==> src/rtl/ram_pkg.sv <==
// ram_pkg
// Shared definitions for the RAM8/RAM64 register-memory family.
//   DATA_WIDTH_DEFAULT : default width of a stored word
//   word_t             : one stored word at the default width
//   RAM8_DEPTH         : words per bank
//   RAM64_DEPTH        : words in a full RAM64 (eight banks)
//   RAM8_ADDR_W        : word-select bits inside one bank
//   RAM64_ADDR_W       : full RAM64 address width
//   RAM64_BANKS        : number of banks in a RAM64
package ram_pkg;

    localparam int DATA_WIDTH_DEFAULT = 16;

    typedef logic [DATA_WIDTH_DEFAULT-1:0] word_t;

    localparam int RAM8_DEPTH   = 8;
    localparam int RAM64_DEPTH  = 64;
    localparam int RAM8_ADDR_W  = $clog2(RAM8_DEPTH);
    localparam int RAM64_ADDR_W = $clog2(RAM64_DEPTH);
    localparam int RAM64_BANKS  = RAM64_DEPTH / RAM8_DEPTH;

endpackage : ram_pkg

==> src/rtl/ram64_ram8.sv <==
// ram8
// One 8-word bank: eight DATA_WIDTH-bit registers, a write decode and an
// 8:1 combinational read mux.
// Ports:
//   clk     : rising-edge write clock
//   reset   : asynchronous, active-high; clears all eight words
//   load    : write enable, sampled on the clk rising edge
//   address : word select 0..7
//   in      : write data
//   out     : contents of the addressed word (combinational)
module ram8
    import ram_pkg::*;
#(
    parameter int DATA_WIDTH = DATA_WIDTH_DEFAULT
) (
    input  logic                   clk,
    input  logic                   reset,
    input  logic                   load,
    input  logic [RAM8_ADDR_W-1:0] address,
    input  logic [DATA_WIDTH-1:0]  in,
    output logic [DATA_WIDTH-1:0]  out
);

    logic [DATA_WIDTH-1:0] word_reg [RAM8_DEPTH];

    // Each word is its own register so reset can clear all of them at once
    // and the read path stays purely combinational.
    generate
        for (genvar gi = 0; gi < RAM8_DEPTH; gi++) begin : g_word
            logic word_we;
            assign word_we = load && (address == RAM8_ADDR_W'(gi));

            always_ff @(posedge clk or posedge reset) begin
                if (reset) begin
                    word_reg[gi] <= '0;
                end else if (word_we) begin
                    word_reg[gi] <= in;
                end
            end
        end
    endgenerate

    // Zero-latency read: a new address shows up on out without a clock edge.
    assign out = word_reg[address];

endmodule : ram8

==> src/rtl/ram64.sv <==
// ram64
// 64-word register memory built from eight ram8 banks.
// address[5:3] picks the bank, address[2:0] the word inside it.
// Ports:
//   clk     : rising-edge write clock
//   reset   : asynchronous, active-high; clears all 64 words
//   load    : write enable, sampled on the clk rising edge
//   address : word select 0..63
//   in      : write data
//   out     : contents of the addressed word (combinational)
module ram64
    import ram_pkg::*;
#(
    parameter int DATA_WIDTH = DATA_WIDTH_DEFAULT
) (
    input  logic                    clk,
    input  logic                    reset,
    input  logic                    load,
    input  logic [RAM64_ADDR_W-1:0] address,
    input  logic [DATA_WIDTH-1:0]   in,
    output logic [DATA_WIDTH-1:0]   out
);

    localparam int BANK_W = RAM64_ADDR_W - RAM8_ADDR_W;

    logic [BANK_W-1:0]      bank_sel;
    logic [RAM8_ADDR_W-1:0] word_sel;
    logic [RAM64_BANKS-1:0] bank_load;
    logic [DATA_WIDTH-1:0]  bank_out [RAM64_BANKS];

    assign bank_sel = address[RAM64_ADDR_W-1:RAM8_ADDR_W];
    assign word_sel = address[RAM8_ADDR_W-1:0];

    generate
        for (genvar gi = 0; gi < RAM64_BANKS; gi++) begin : g_bank
            // One-hot load demux: only the selected bank ever sees load.
            assign bank_load[gi] = load && (bank_sel == BANK_W'(gi));

            ram8 #(
                .DATA_WIDTH (DATA_WIDTH)
            ) u_ram8 (
                .clk     (clk),
                .reset   (reset),
                .load    (bank_load[gi]),
                .address (word_sel),
                .in      (in),
                .out     (bank_out[gi])
            );
        end
    endgenerate

    // 8:1 output mux on the bank field.
    assign out = bank_out[bank_sel];

endmodule : ram64

==> config.mk <==
export PLATFORM = sky130hd
export DESIGN_NAME = ram64
export DESIGN_NICKNAME = d
export VERILOG_FILES = /design/src/rtl/ram_pkg.sv /design/src/rtl/ram64_ram8.sv /design/src/rtl/ram64.sv
export SDC_FILE = /design/constraint.sdc
export NUM_CORES = 2
export LEC_CHECK = 0
export CAP_MARGIN = 20
export CORE_UTILIZATION = 65
export CTS_CLUSTER_DIAMETER = 50
export DETAILED_ROUTE_END_ITERATION = 8
export PLACE_DENSITY = 0.87
export SYNTH_ARGS = -nofsm -noshare
export SYNTH_HDL_FRONTEND = slang
export SYNTH_SLANG_ARGS = --single-unit
==> constraint.sdc <==
create_clock -name clk -period 90.8 [get_ports clk]
set_input_delay 9.08 -clock clk [delete_from_list [all_inputs] [get_ports clk]]
set_output_delay 9.08 -clock clk [all_outputs]
set_load 0.005 [all_outputs]
==> results.md <==
| Parameter | Reported | Unit |
| --- | --- | --- |
| Status | completed | - |
| Overflow left after global routing | 0 | - |
| Fill cell count | 4140 | - |
| Number of failing setup endpoints in the final timing report | 0 | - |
| Max-slew violation count | 0 | - |
| Max Used Layer | met5 | - |
| Initial standard-cell utilization of the core | 0.657 | - |
| Antenna-violating nets left | 0 | - |
| Reg clk slew, reported paths | 0.06 | ns |
| Maximum resistive drop on vdd | 0.0186 | mV |
| Resized cells post-CTS | 0 | - |
| Worst setup margin | 68.19 | ns |
| Largest clock skew in the final design | 0 | ns |
| Antenna violations before repair | 5 | - |
| Buffer depth of the longest clock path | 3 | - |
| Slew margin rel. | 0.184 | - |
| Final total power | 1180 | µW |
| Die footprint | 73200 | µm² |
| CTS root buf | clkbuf_16 | - |
| Signal arrival time at the worst endpoint | 13.53 | ns |
| Clock tree from TritonCTS | built | - |
| H-tree lvl count | 3 | - |
| Worst slack at placement | 68.25 | ns |
| Depth of the worst register-to-register path | 1 | - |
| Total Routing Usage GR | 0.357 | - |
| Mean instance size in the synthesized netlist | 15.7 | µm² |
| Mean number of vias per cell | 7.06 | - |
| Required time reported for the critical path endpoint | 81.72 | ns |
| Worst hold margin | 0.500 | ns |
| Flip-flop count of the largest register, all copies and words added | 1024 | - |
| Cell count of the worst hold path | 1 | - |
| Post-DR wirelength/cell | 32.5 | µm |
| Crit Reg-Reg Endpoint | g_bank[3].u_ram8.word_reg[15]$_DFFE_PP0P_ | - |
| Sink count of the clock tree | 1024 | - |
| Count of yosys warnings during synthesis | 0 | - |
| Hold_sp | g_bank[0].u_ram8.word_reg[19]$_DFFE_PP0P_ | - |
| Total length of routed met2 wires | 59300 | µm |
| Setup repair after global routing missed its margin | no | - |
| Crit path capture type | output port | - |
| Post-route setup TNS | 0 | ns |
| Number of enable flip-flop cells after synthesis | 0 | - |
| Net count after synthesis | 3011 | - |
| DRT Pass-1 Iters | 7 | - |
| Die Width | 271 | µm |
| Signed area change from the synthesized netlist to the final layout | 10.1 | % |
| Total number of vias | 28000 | - |
| Ratio of final minimum period to clock period | 0.249 | - |
| Final hold violation count | 0 | - |
| Class of the tightest hold or removal check | reg2reg | - |
| Footprint of the multi-input gates | 19900 | µm² |
| Startpoint of the worst-slack reg-to-reg timing path | g_bank[3].u_ram8.word_reg[15]$_DFFE_PP0P_ | - |
| Worst setup path category | in2out | - |
| Antenna diode count | 0 | - |
| Netlist area before placement | 46900 | µm² |
| Met3 wirelength from detailed routing | 13800 | µm |
| Kind of start point of the critical path | input port | - |
| Post-layout util | 0.723 | - |
| Number of max-cap violations | 0 | - |
| Register area | 25600 | µm² |
| Async set-or-reset flop fraction in the synthesized netlist | 1.00 | - |
| Register bit total from synthesis | 1024 | - |
| Setup Buffers After CTS | 0 | - |
| Leakage power of the design | 0.0240 | µW |
| Post-layout minimum cycle time | 22.61 | ns |
| Post-synthesis instance total | 2986 | - |
| Capture endpoint of the worst hold path | g_bank[0].u_ram8.word_reg[19]$_DFFE_PP0P_ | - |
| Final net count | 2947 | - |
| Largest net degree at the start of global routing | 198 | - |
| Cell area power density | 22.8 | nW/µm² |
| RD Place Congestion | 0.867 | - |
| Post-detailed-routing wire length | 129000 | µm |
| Top-level port count | 41 | - |
| Vertical die dimension | 271 | µm |
| DP Wirelength | 75200 | µm |
| Core region area | 71400 | µm² |
| Number of buffers added by the clock tree synthesis step | 112 | - |
| Number of rows in the core area | 98 | - |
| Wire length of the first global-routing pass | 193000 | µm |
| Hold bufs inserted after CTS | 0 | - |
| Metal1 wirelength | 49200 | µm |
| Slew at the pin with the worst max-slew slack | 1.22 | ns |
| Minimum setup slack among reg-to-reg paths | 89.97 | ns |
| Peak fanout along the critical path | 104 | - |
| Highest attainable clock frequency | 44.2 | MHz |
| Distinct cells, synth | 56 | - |
| Clock latency reported for the late side of the worst-skew pair | 0.68 | ns |
| Count of input and output buffers | 40 | - |
| Initial drt markers | 3128 | - |
| Fraction of layout cells with a size suffix above 1 | 0.540 | - |
| Via count of the first global-routing pass | 29900 | - |
| Share of the yosys chip area belonging to registers | 0.547 | - |
| Predominant post-synthesis flop cell | dfrtp_1 | - |
| Remaining design rule violation count | 0 | - |
## stage by stage
step,instance area [µm²],std cells
4_1_cts,51300,3952
2_1_floorplan,46900,2986
3_3_place_gp,47400,3743
6_report,51600,3966
5_1_grt,51600,3966
3_5_place_dp,47400,3744
## Yosys cell counts, drive strengths merged (3+ instances only)
library cell	n	area [µm²]
mux2i	45	450
dfrtp	1024	25600
nand3	8	45.0
nand2	100	470
a21oi	35	175
a31oi	6	37.5
buf	156	920
and2	8	50.1
nor3b	3	32.5
a211oi	5	42.5
and2b	3	22.5
a22oi	54	405
o2111ai	9	78.8
nor2b	12	75.1
mux4	245	5520
clkbuf	123	462
nor3	5	35.0
nand2b	6	40.0
nor2	43	282
inv	3	11.3
a22o	7	61.3
o211ai	9	67.6
and3b	3	26.3
a221oi	9	78.8
mux2	1034	11600
o21ai	10	50.0
and3	3	18.8
a21boi	3	22.5
## report_power, final
group	switching [µW]	internal, µW
Combinational	71.0	81.7
Sequential	32.3	517
Clock	193	282
## worst max-delay path, stage by stage
cell	delay, ns
buf_8	0.51
buf_12	0.70
buf_4	0.94
mux4_2	0.38
mux2i_1	0.07
o211ai_1	0.30
a21oi_1	0.15
nor3_1	0.61
clkdlybuf4s50_1	0.64
## cells by family (layout without fill, tap and decap cells)
| logic type | Yosys count | in the layout | synth area share |
|---|---|---|---|
| mux | 1324 | 1324 | 0.376 |
| flops | 1024 | 1024 | 0.547 |
| buf+inv | 282 | 312 | 0.0297 |
| simple gates | 197 | 197 | 0.0238 |
| compound gates | 159 | 159 | 0.0239 |
## worst max path at each step
stage                     from                                  endpoint  slack, ns
finish              address[0]                                    out[8]      68.19
global route        address[0]                                    out[8]      67.93
CTS                 address[0]                                    out[8]      68.21
detailed placement  address[0]                                    out[1]      68.25
global placement    address[0]                                    out[1]      68.22
floorplan                reset  g_bank[0].u_ram8.word_reg[0]$_DFFE_PP0P_      52.90
## cell type report
type,count,area share
Timing Repair Buffer,101,0.0193
Multi-Input combinational cell,1680,0.385
Sequential cell,1024,0.497
Inverter,3,0.000364
Clock buffer,152,0.0619
Clock inverter,56,0.0139
Tap cell,950,0.0230
## metal layers
layer / GRT usage / vias to the layer above
met2: 0.538 / 1559
met5: 0 / -
met3: 0.0991 / 446
met4: 0.157 / 6
li1: - / 11000
met1: 0.492 / 15000
## placed cells by master (no fill, tap or decap), drive strengths merged, types with 9 or more instances in the layout
cell | synthesis | layout
o2111ai | 9 | 9
buf | 156 | 83
clkdlybuf4s50 | 0 | 18
nor2b | 12 | 12
dfrtp | 1024 | 1024
clkinv | 0 | 29
a22oi | 54 | 54
a221oi | 9 | 9
o211ai | 9 | 9
a21oi | 35 | 35
nand2 | 100 | 100
clkbuf | 123 | 152
mux2 | 1034 | 1034
inv | 3 | 9
nor2 | 43 | 43
bufinv | 0 | 12
clkinvlp | 0 | 9
mux2i | 45 | 45
mux4 | 245 | 245
o21ai | 10 | 10
No activity file was read; power rests on OpenSTA's default activity.
